`config.mk`:
```
export PLATFORM = sky130hd
export DESIGN_NAME = slow_to_fast_multi
export DESIGN_NICKNAME = d
export VERILOG_FILES = /design/src/rtl/slow_to_fast_multi.sv
export SDC_FILE = /design/constraint.sdc
export NUM_CORES = 1
export LEC_CHECK = 0
export ABC_AREA = 1
export BUFFER_PORTS_ARGS = -buffer_cell sky130_fd_sc_hd__buf_2
export CAP_MARGIN = 10
export CELL_PAD_IN_SITES_DETAIL_PLACEMENT = 0
export CELL_PAD_IN_SITES_GLOBAL_PLACEMENT = 1
export CORE_ASPECT_RATIO = 0.7
export CORE_MARGIN = 2
export CORE_UTILIZATION = 38
export CTS_CLUSTER_SIZE = 30
export DETAILED_ROUTE_END_ITERATION = 16
export HOLD_SLACK_MARGIN = 0.05
export PLACE_DENSITY = 0.93
export REMOVE_ABC_BUFFERS = 1
export SYNTH_ARGS = -nofsm -noshare
export SYNTH_HDL_FRONTEND = slang
export SYNTH_SLANG_ARGS = --single-unit
```
`constraint.sdc`:
```
create_clock -name CLK -period 2.55 [get_ports CLK]
set_input_delay 0 -clock CLK [delete_from_list [all_inputs] [get_ports CLK]]
set_output_delay 0 -clock CLK [all_outputs]
set_load 0.005 [all_outputs]
```
`src/rtl/slow_to_fast_multi.sv`:
```
// Multi-channel slow-to-fast capture: synchronises a slow strobe into CLK, captures
// CHANNELS words on the selected strobe edge and presents them with valid/ready plus status.
module slow_to_fast_multi #(
  parameter int WIDTH       = 12,
  parameter int CHANNELS    = 4,
  parameter int SYNC_STAGES = 2,
  parameter int TIMEOUT     = 1024,
  parameter int CNT_W       = 16
) (
  input  logic                      CLK,
  input  logic                      CLR_N,
  input  logic                      slow_clk,
  input  logic [WIDTH*CHANNELS-1:0] async_data,
  input  logic [1:0]                edge_mode,
  input  logic                      data_ready,
  input  logic                      clr_status,
  output logic [WIDTH*CHANNELS-1:0] sync_data,
  output logic                      data_valid,
  output logic                      overrun,
  output logic                      stale,
  output logic [CNT_W-1:0]          edge_count
);

  localparam int BUS_W = WIDTH * CHANNELS;
  localparam int WD_W  = $clog2(TIMEOUT + 1);
  localparam logic [WD_W-1:0] WD_MAX = WD_W'(TIMEOUT);

  localparam logic [1:0] MODE_RISE = 2'd0;
  localparam logic [1:0] MODE_FALL = 2'd1;
  localparam logic [1:0] MODE_BOTH = 2'd2;

  logic [SYNC_STAGES-1:0] sync_p0;
  logic                   s_p0;
  logic                   prev_p1;
  logic                   rise;
  logic                   fall;
  logic                   trig;
  logic                   overrun_set;
  logic                   consume;
  logic [WD_W-1:0]        wd_cnt;
  logic [WD_W-1:0]        wd_next;

  function automatic logic trig_select(input logic [1:0] mode,
                                       input logic       r,
                                       input logic       f);
    logic t;
    t = 1'b0;
    case (mode)
      MODE_RISE: t = r;
      MODE_FALL: t = f;
      MODE_BOTH: t = r | f;
      default:   t = 1'b0;
    endcase
    return t;
  endfunction

  function automatic logic [WD_W-1:0] wd_step(input logic [WD_W-1:0] cnt,
                                             input logic            seen_edge);
    logic [WD_W-1:0] n;
    if (seen_edge)
      n = '0;
    else if (cnt >= WD_MAX)
      n = WD_MAX;
    else
      n = cnt + WD_W'(1);
    return n;
  endfunction

  // Stage 0: synchroniser chain on the slow strobe
  always_ff @(posedge CLK or negedge CLR_N) begin
    if (!CLR_N)
      sync_p0 <= '0;
    else if (SYNC_STAGES > 1)
      sync_p0 <= {sync_p0[SYNC_STAGES-2:0], slow_clk};
    else
      sync_p0 <= {SYNC_STAGES{slow_clk}};
  end

  assign s_p0 = sync_p0[SYNC_STAGES-1];

  // Stage 1: previous value and edge detection
  always_ff @(posedge CLK or negedge CLR_N) begin
    if (!CLR_N)
      prev_p1 <= 1'b0;
    else
      prev_p1 <= s_p0;
  end

  assign rise        = s_p0 & ~prev_p1;
  assign fall        = ~s_p0 & prev_p1;
  assign trig        = trig_select(edge_mode, rise, fall);
  assign consume     = data_valid & data_ready;
  assign overrun_set = trig & data_valid & ~data_ready;
  assign wd_next     = wd_step(wd_cnt, rise | fall);

  // Stage 2: capture register, handshake and status
  always_ff @(posedge CLK or negedge CLR_N) begin
    if (!CLR_N) begin
      sync_data  <= '0;
      data_valid <= 1'b0;
      edge_count <= '0;
    end else if (trig) begin
      sync_data  <= async_data;
      data_valid <= 1'b1;
      edge_count <= edge_count + CNT_W'(1);
    end else if (consume) begin
      data_valid <= 1'b0;
    end
  end

  // A new overrun in the same cycle as a clear keeps the flag set
  always_ff @(posedge CLK or negedge CLR_N) begin
    if (!CLR_N)
      overrun <= 1'b0;
    else if (overrun_set)
      overrun <= 1'b1;
    else if (clr_status)
      overrun <= 1'b0;
  end

  // The watchdog tracks raw strobe activity regardless of the capture mode
  always_ff @(posedge CLK or negedge CLR_N) begin
    if (!CLR_N) begin
      wd_cnt <= '0;
      stale  <= 1'b0;
    end else begin
      wd_cnt <= wd_next;
      stale  <= (wd_next == WD_MAX);
    end
  end

endmodule

```
==> reports/summary.txt, run 1 <==
status - complete, no violations
CTS sink cnt - 81
floorplan row count - 29
die area - 10000 µm²
Final Setup Violations - 0
top post-synthesis cells by area - dfrtp_1 (58%), nand2_1 (23%), inv_1 (3.7%)
share of cells above drive strength 1 - 24.9%
clk slew on worst S/H paths - 0.07 ns
Max Slew Vio Count - 0
drt wl/cell - 11.9 µm
DPL Wire Length - 5.91 mm
number of synthesized register bits - 81
DRT iter0 DRCs - 146
Synth cell types - 23
H-tree levels - 3
gpl congestion - 0.815
Initial Utilization - 39.0%
Hold Buf Count CTS - 53
worst-skew pair later-pin latency - 0.34 ns
Yosys warning count - 0
worst path required time - 2.77 ns
gr usage total - 18.7%
Pwr per Cell Area - 731 nW/µm²
DRC Markers - 0
clock root cell - clkbuf_16
Layout area overhead - 44.3%
# IOs - 122
initial antenna violation count - 0
Post-Route WL - 8.66 mm
clock buffer depth - 2
Die W - 119 µm
vias post-DR - 3213
Worst VDD drop - 0.000328 V
Reg area - 2030 µm²
Netlist Area Pre-Place - 3510 µm²
critical setup path kind - flop to flop
Slew headroom - 33.5%
vias in the first global route - 3260
critical path fanouts, max - 33
final hold violation count - 0
crit path DAT - 2.49 ns
DR vias/cell - 4.42
CTS tree - yes
grt ovf - 0
Yosys top cell by area - dfrtp_1
top cell type's share of synthesized area - 57.8%
largest net degree at the start of global routing - 82
Die Y - 84.4 µm
hold crit path type - input port to flop
Setup crit end kind - flop
Port Buffers - 121
Critical Path Start Type - flop
post_cts resized - 0
Slew @ Worst Pin - 0.998 ns
nets@finish - 658
Max Cap Viol - 0
Filler Cell Count - 838
core area - 9000 µm²
drt first pass iters - 4
sequential area share after synthesis - 57.8%
# diodes - 0
unrepaired setup endpoints after global routing - no
Setup Buffers After CTS - 0
number of routed nets with antenna violations - 0
clk_skew - 0.00885 ns
area taken by multi-input logic gates - 1260 µm²
synthesized area per cell - 8.35 µm²
Syn Inst Count - 420
period utilisation layout - 89.0%
min Tclk post-route - 2.27 ns
setup TNS - 0 ns
Core Util, Final - 56.2%
Fmax - 0.441 GHz
CTS buffer count - 9
static leakage - 2.79 nW
first-pass GRT wire length - 15.0 mm
critical path, cell delays in order (launching register included):
cell	delay, ns
dfrtp_1	0.36
inv_1	0.05
ha_1	0.31
nand2_1	0.06
nand3_1	0.09
nand2_2	0.17
inv_2	0.10
buf_4	0.32
o22ai_1	0.11
dlygate4sd3_1	0.57
through the flow:
stage               cell area (µm²)  setup slack [ns]  power (mW)  hold slack, ns  cells
global route                   5060            0.0864        3.94           0.290    727
CTS                            5060             0.263        3.74           0.226    727
floorplan                      3430             0.294        1.97          -0.296    408
detailed placement             4230             0.800        2.36           0.117    658
global placement               4230             0.848        2.33           0.110    658
finish                         5060             0.282        3.70           0.235    727
placed cells by master, fill, tap and decap left out:
cell type      netlist  routed
bufinv_16            0       1
nand3_1             14      14
inv_6                0       3
inv_1               35      35
dlygate4sd3_1        0      53
nor2_1              21      21
nand4_1              6       6
clkinv_4             0       1
ha_1                 5       5
o21ai_1              2       2
nand2_2              1       1
buf_2                6     120
xnor2_1              7       7
o22ai_1              1       1
xor2_1               1       1
nor3_1               1       1
clkbuf_16            0       9
xnor2_2              1       1
clkbuf_1             0       1
dfrtp_1             81      81
a21oi_1              4       4
inv_2                1       1
buf_4                5       6
nor3_2               1       1
nor2_2               4       4
clkinvlp_4           0       1
or2_2                1       1
nand2_1            212     212
o21ai_0              9       9
logic make-up after synthesis:
| kind of cell | count (synthesis) | share of synthesized area (%) |
|---|---|---|
| fa+ha+maj | 5 | 1.78 |
| simple gates | 261 | 29.5 |
| compound gates | 16 | 2.32 |
| flops | 81 | 57.8 |
| xor+xnor | 9 | 2.46 |
| buf+inv | 48 | 6.10 |
power breakdown:
part,internal (mW),switching (mW)
combinational,0.348,0.372
clock,0.771,0.531
sequential,1.49,0.185
state kept, by name (all words and copies together), names as in the netlist:
register,flops
edge_count,16
sync_data,48
wd_cnt,11
data_valid,1
stale,1
prev_p1,1
overrun,1
sync_p0,2
routing by layer:
| metal | vias to the layer above | GRT usage [%] | wire length (µm) |
|---|---|---|---|
| li1 | 1632 | - | - |
| met1 | 1463 | 25.4 | 4210 |
| met2 | 107 | 29.1 | 3750 |
| met3 | 11 | 5.30 | 561 |
| met4 | 0 | 6.39 | 138 |
| met5 | - | 0 | 0 |
Yosys cell counts:
cell	instances
xnor2_1	7
dfrtp_1	81
nand2_1	212
xnor2_2	1
a21oi_1	4
nor2_1	21
ha_1	5
buf_2	6
inv_1	35
o22ai_1	1
nand4_1	6
nor3_2	1
nand3_1	14
xor2_1	1
o21ai_1	2
o21ai_0	9
nand2_2	1
buf_6	1
nor3_1	1
buf_4	5
nor2_2	4
inv_2	1
or2_2	1
cell type report:
| cell class | count | share of cell area [%] |
|---|---|---|
| clock inverters | 6 | 1.43 |
| multi-input cells | 291 | 25.0 |
| inverters | 36 | 2.67 |
| repair buffers | 179 | 23.2 |
| flip-flops and latches | 81 | 40.1 |
| clock buffers | 10 | 4.53 |
| well taps | 124 | 3.07 |
final timing paths:
path	depth (start not counted)	start	slack [ns]	endpoint
setup / recovery	9	sync_p0[1]$_DFF_PN0_	0.28	overrun$_DFFE_PN0P_
hold / removal	4	edge_mode[0]	0.23	edge_count[0]$_DFFE_PN0P_
setup reg to reg	9	sync_p0[1]$_DFF_PN0_	0.28	overrun$_DFFE_PN0P_
hold reg to reg	0	sync_p0[0]$_DFF_PN0_	0.35	sync_p0[1]$_DFF_PN0_
max in group asynchronous	2	CLR_N	1.53	sync_data[35]$_DFFE_PN0P_
min in group asynchronous	2	CLR_N	0.37	sync_data[12]$_DFFE_PN0P_
Note: power is estimated with default switching activity, not from simulation.
==> run 2: changes to the inputs <==
--- a/config.mk
+++ b/config.mk
@@ -17,6 +17,7 @@
 export DETAILED_ROUTE_END_ITERATION = 16
 export HOLD_SLACK_MARGIN = 0.05
 export PLACE_DENSITY = 0.93
+export RECOVER_POWER = 25
 export REMOVE_ABC_BUFFERS = 1
 export SYNTH_ARGS = -nofsm -noshare
 export SYNTH_HDL_FRONTEND = slang
==> constraint.sdc (replaced) <==
create_clock -name CLK -period 2.55 [get_ports CLK]
set_input_delay 0.51 -clock CLK [delete_from_list [all_inputs] [get_ports CLK]]
set_output_delay 0.51 -clock CLK [all_outputs]
set_load 0.005 [all_outputs]
==> run 2 against run 1 <==
  * First-iteration DRC count rose by 19%
  * Utilization fell by 6.1 points
  * Sequential share of layout area rose by 4.8 points
  * Largest cell class unchanged
==> reports/summary.txt, run 2 (synthesized netlist as in run 1, its figures left out) <==
status - complete, no violations
Filler Cell Count - 898
post_cts resized - 0
Max Cap Viol - 0
core area - 9000 µm²
most frequent cells in the layout - nand2_1 (212), buf_2 (120), dfrtp_1 (81), inv_1 (35), nor2_1 (21)
CTS buffer count - 9
Slew headroom - 28.2%
nets@finish - 605
slowest CP cell - nor2_1
Final Setup Violations - 0
floorplan row count - 29
largest registers - sync_data x48, edge_count x16, wd_cnt x11
Hold Worst Slack - 0.281 ns
DR vias/cell - 4.47
setup TNS - 0 ns
Setup WS post-layout - 0.800 ns
crit path DAT - 1.98 ns
largest net degree at the start of global routing - 44
# IOs - 122
static leakage - 2.56 nW
crit path launch - sync_p0[1]$_DFF_PN0_
period utilisation layout - 68.6%
Max Slew Vio Count - 0
drt first pass iters - 4
share of cells above drive strength 1 - 27.0%
vias post-DR - 3005
Port Buffers - 121
Critical Path Start Type - flop
Placed Cells - 658
vias in the first global route - 2969
hold crit path type - input port to flop
launching point of the worst reg2reg path - sync_p0[1]$_DFF_PN0_
Initial Utilization - 39.0%
Setup crit end kind - flop
clock buffer depth - 2
Biggest register - sync_data
grt ovf - 0
first-pass GRT wire length - 13.9 mm
area taken by multi-input logic gates - 1260 µm²
DPL Wire Length - 5.90 mm
worst path required time - 2.78 ns
Setup Buffers After CTS - 0
CTS tree - yes
Slew @ Worst Pin - 1.08 ns
Reg area - 2030 µm²
post-place setup slack - 0.860 ns
Die W - 119 µm
crit-path cells - inv_1, ha_1, inv_1, nor2_1, nand3_1, nand4_1, nor2_1
H-tree levels - 3
Hold Startpoint - slow_clk
Post-Layout Cell Count - 673
max FFs per register - 48
unrepaired setup endpoints after global routing - no
Post-Route WL - 8.31 mm
gr usage total - 17.7%
drt wl/cell - 12.3 µm
clk_skew - 0.00613 ns
min Tclk post-route - 1.75 ns
initial antenna violation count - 0
CTS sink cnt - 81
CP endpoint - stale$_DFF_PN0_
Hold Buf Count CTS - 0
critical path fanouts, max - 9
reg2reg end - stale$_DFF_PN0_
gpl congestion - 0.811
Pwr per Cell Area - 773 nW/µm²
commonest non-fill, non-tap cell in the layout - nand2_1
DRT iter0 DRCs - 174
die area - 10000 µm²
clk slew on worst S/H paths - 0.06 ns
clock root cell - clkbuf_16
critical setup path kind - flop to flop
largest stage delay on the critical path - 0.45 ns
Die Y - 84.4 µm
worst reg-to-reg path cell count - 7
Core Util, Final - 50.2%
final hold violation count - 0
worst-skew pair later-pin latency - 0.33 ns
# diodes - 0
register-to-register setup slack - 0.80 ns
Layout area overhead - 28.8%
number of routed nets with antenna violations - 0
DRC Markers - 0
Worst VDD drop - 0.000299 V
Fmax - 0.571 GHz
[run 2: cell types whose count changed in the layout (fill, tap and decap cells not counted), sizes merged]
cell	before	now
buf	126	125
bufinv	1	0
clkbuf	10	13
clkinv	1	2
dlygate4sd3	53	0
inv	39	36
[run 2: worst max-delay path, delay by kind of cell, from the launching register on]
| family | cells | cell delay (ns) |
|---|---|---|
| simple gates | 4 | 0.84 |
| buf+inv | 2 | 0.12 |
| flops | 1 | 0.37 |
| fa+ha+maj | 1 | 0.31 |
[run 2: cell type report]
class / instances / share of cell area, %
tap: 124 / 3.44
timing repair buffer: 126 / 14.8
inverter: 36 / 2.99
sequential: 81 / 44.9
clock buffer: 12 / 5.46
multi-input combinational: 291 / 28.0
clock inverter: 3 / 0.388
[run 2: worst min-delay path by stage]
stage                                      to  slack, ns  depth (start not counted)
floorplan              data_valid$_DFFE_PN0P_       0.21                          0
global placement         sync_p0[1]$_DFF_PN0_       0.33                          0
detailed placement       sync_p0[1]$_DFF_PN0_       0.34                          0
CTS                 sync_data[29]$_DFFE_PN0P_       0.18                          1
global route             sync_p0[0]$_DFF_PN0_       0.26                          1
finish                   sync_p0[0]$_DFF_PN0_       0.28                          1
[run 2: stage by stage]
step | cell area, µm² | power (mW)
global placement | 4250 | 2.33
floorplan | 3430 | 1.97
finish | 4510 | 3.49
global route | 4510 | 3.73
CTS | 4520 | 3.55
detailed placement | 4250 | 2.36
[run 2: routing by layer]
metal | track usage [%] | wire [µm] | part of all wire [%] | vias up
met5 | 0 | 0 | 0 | -
met4 | 5.30 | 75 | 0.90 | 0
met3 | 7.47 | 635 | 7.6 | 6
met2 | 26.7 | 3590 | 43 | 105
met1 | 23.3 | 4010 | 48 | 1369
li1 | - | - | - | 1525
[run 2: where the power goes]
group / total (mW) / leakage [nW] / internal (mW) / switching [mW]
clock network: 1.16 / 0.128 / 0.677 / 0.480
registers: 1.67 / 1.03 / 1.49 / 0.182
logic: 0.658 / 1.40 / 0.300 / 0.358
total: 3.49 / 2.56 / 2.47 / 1.02
==> run 3: changes to the inputs <==
--- a/config.mk
+++ b/config.mk
@@ -12,11 +12,11 @@
 export CELL_PAD_IN_SITES_GLOBAL_PLACEMENT = 1
 export CORE_ASPECT_RATIO = 0.7
 export CORE_MARGIN = 2
-export CORE_UTILIZATION = 38
+export CORE_UTILIZATION = 32
 export CTS_CLUSTER_SIZE = 30
 export DETAILED_ROUTE_END_ITERATION = 16
 export HOLD_SLACK_MARGIN = 0.05
-export PLACE_DENSITY = 0.93
+export PLACE_DENSITY = 0.84
 export RECOVER_POWER = 25
 export REMOVE_ABC_BUFFERS = 1
 export SYNTH_ARGS = -nofsm -noshare
==> constraint.sdc (replaced) <==
create_clock -name CLK -period 1.5 [get_ports CLK]
set_input_delay 0.3 -clock CLK [delete_from_list [all_inputs] [get_ports CLK]]
set_output_delay 0.3 -clock CLK [all_outputs]
set_load 0.005 [all_outputs]
==> run 3 against run 2 <==
  * Sequential power rose by 68%
  * Flip-flop and latch count is the same
  * Clock power grew 89%
  * Sequential share of layout area down 3.5 points
  * Largest power group unchanged
  * Setup slack worse by 0.77 ns
==> reports/summary.txt, run 3 (synthesized netlist as in run 1, its figures left out) <==
status - complete, no violations
min Tclk post-route - 1.47 ns
Post-Route WL - 8.64 mm
Die W - 129 µm
Die Y - 91.6 µm
share of cells above drive strength 1 - 32.1%
max FFs per register - 48
critical setup path kind - flop to flop
DRC Markers - 0
largest registers - sync_data x48, edge_count x16, wd_cnt x11
CTS sink cnt - 81
floorplan row count - 31
static leakage - 2.69 nW
final hold violation count - 0
grt ovf - 0
Biggest register - sync_data
clk slew on worst S/H paths - 0.06 ns
Slew @ Worst Pin - 0.748 ns
vias in the first global route - 3032
Critical Path Start Type - flop
gr usage total - 14.7%
slowest CP cell - dfrtp_1
Worst path top cell family by delay - buffers and inverters
drt wl/cell - 12.1 µm
first-pass GRT wire length - 13.8 mm
Hold Worst Slack - 0.0823 ns
DR vias/cell - 4.31
DPL Wire Length - 5.76 mm
Max Slew Vio Count - 0
# IOs - 122
Setup WS post-layout - 0.0252 ns
Initial Utilization - 33.4%
gpl congestion - 0.784
largest net degree at the start of global routing - 82
crit path DAT - 1.69 ns
commonest non-fill, non-tap cell in the layout - nand2_1
drt first pass iters - 4
CTS tree - yes
# diodes - 0
Fmax - 0.678 GHz
Hold Startpoint - slow_clk
worst-skew pair later-pin latency - 0.33 ns
DRT iter0 DRCs - 175
Core Util, Final - 46.6%
register-to-register setup slack - 0.03 ns
CTS buffer count - 9
launching point of the worst reg2reg path - sync_p0[1]$_DFF_PN0_
Bufs and invs on worst path - 4
post-place setup slack - -0.0671 ns
worst path required time - 1.72 ns
unrepaired setup endpoints after global routing - yes
vias post-DR - 3069
crit-path cells - buf_6, ha_4, inv_2, nand2_2, nand3_4, nand2_8, buf_12, buf_4, nand2_1, o21ai_1
clk_skew - 0.00656 ns
Final Setup Violations - 0
Post-Layout Cell Count - 712
nets@finish - 620
hold crit path type - input port to flop
Max Cap Viol - 0
die area - 11800 µm²
number of routed nets with antenna violations - 0
crit path launch - sync_p0[1]$_DFF_PN0_
initial antenna violation count - 0
most frequent cells in the layout - nand2_1 (207), buf_2 (121), dfrtp_1 (80), inv_1 (32), nor2_1 (19)
critical path fanouts, max - 6
Setup crit end kind - flop
setup TNS - 0 ns
period utilisation layout - 98.3%
clock root cell - clkbuf_16
Slew headroom - 50.2%
clock buffer depth - 2
Worst VDD drop - 0.000694 V
core area - 10500 µm²
largest stage delay on the critical path - 0.40 ns
Port Buffers - 121
Placed Cells - 690
H-tree levels - 3
Layout area overhead - 39.7%
Pwr per Cell Area - 1290 nW/µm²
==> run 3: cell types whose count changed in the layout (fill, tap and decap cells not counted), moves of 4 or more <==
cell and delta:
o21ai_1 +4, nand3_1 -4, o21ai_0 -5, nand2_2 +4
nand2_1 -5, buf_6 +9
==> run 3: layer usage <==
layer  global-route usage [%]  wire [µm]  up-vias
met5                        0          0        -
met4                     4.35         87        0
met3                     5.72        595        9
met2                     23.2       3850       87
met1                     18.7       4110     1409
li1                         -          -     1564
==> run 3: worst paths after layout <==
check,endpoint,depth (start not counted)
hold reg to reg,sync_p0[1]$_DFF_PN0_,0
max in group asynchronous,wd_cnt[0]$_DFF_PN0_,3
min in group asynchronous,edge_count[7]$_DFFE_PN0P_,3
setup / recovery,edge_count[9]$_DFFE_PN0P_,10
setup reg to reg,edge_count[9]$_DFFE_PN0P_,10
hold / removal,sync_p0[0]$_DFF_PN0_,1
==> run 3: where the power goes <==
group	switching, mW	internal, mW
clock	0.823	1.37
sequential	0.267	2.54
combinational	0.692	0.632
==> run 3: final cells by class <==
type | count | area (µm²)
repair buffers | 141 | 872
fillers | 1017 | 5610
inverters | 36 | 143
flip-flops and latches | 81 | 2030
clock inverters | 3 | 40.0
well taps | 148 | 185
clock buffers | 12 | 256
multi-input cells | 291 | 1370
==> run 3: what timing repair did <==
item / 4_1_cts / 5_1_grt
buffers inserted: 2 / 0
endpoints found under the hold margin: 81 / 0
endpoints found under the setup margin: 61 / 69
cloned: 1 / 4
resized for setup: 4 / 40
pin swaps: 1 / 14
hold buffers: 1 / 0
==> run 3: through the flow <==
step / area, µm² / total power [mW]
after floorplan: 3430 / 3.35
after global placement: 4360 / 4.03
after detailed placement: 4360 / 4.07
after CTS: 4730 / 6.35
after global routing: 4900 / 6.72
final: 4900 / 6.32
==> run 3: worst register-to-register path, delay by kind of cell (launching register included) <==
kind	cells	cell delay (ns)
adders and majority gates	1	0.15
and+or+nand+nor	4	0.31
DFF	1	0.40
AOI/OAI and AO/OA	1	0.05
buffers and inverters	4	0.46
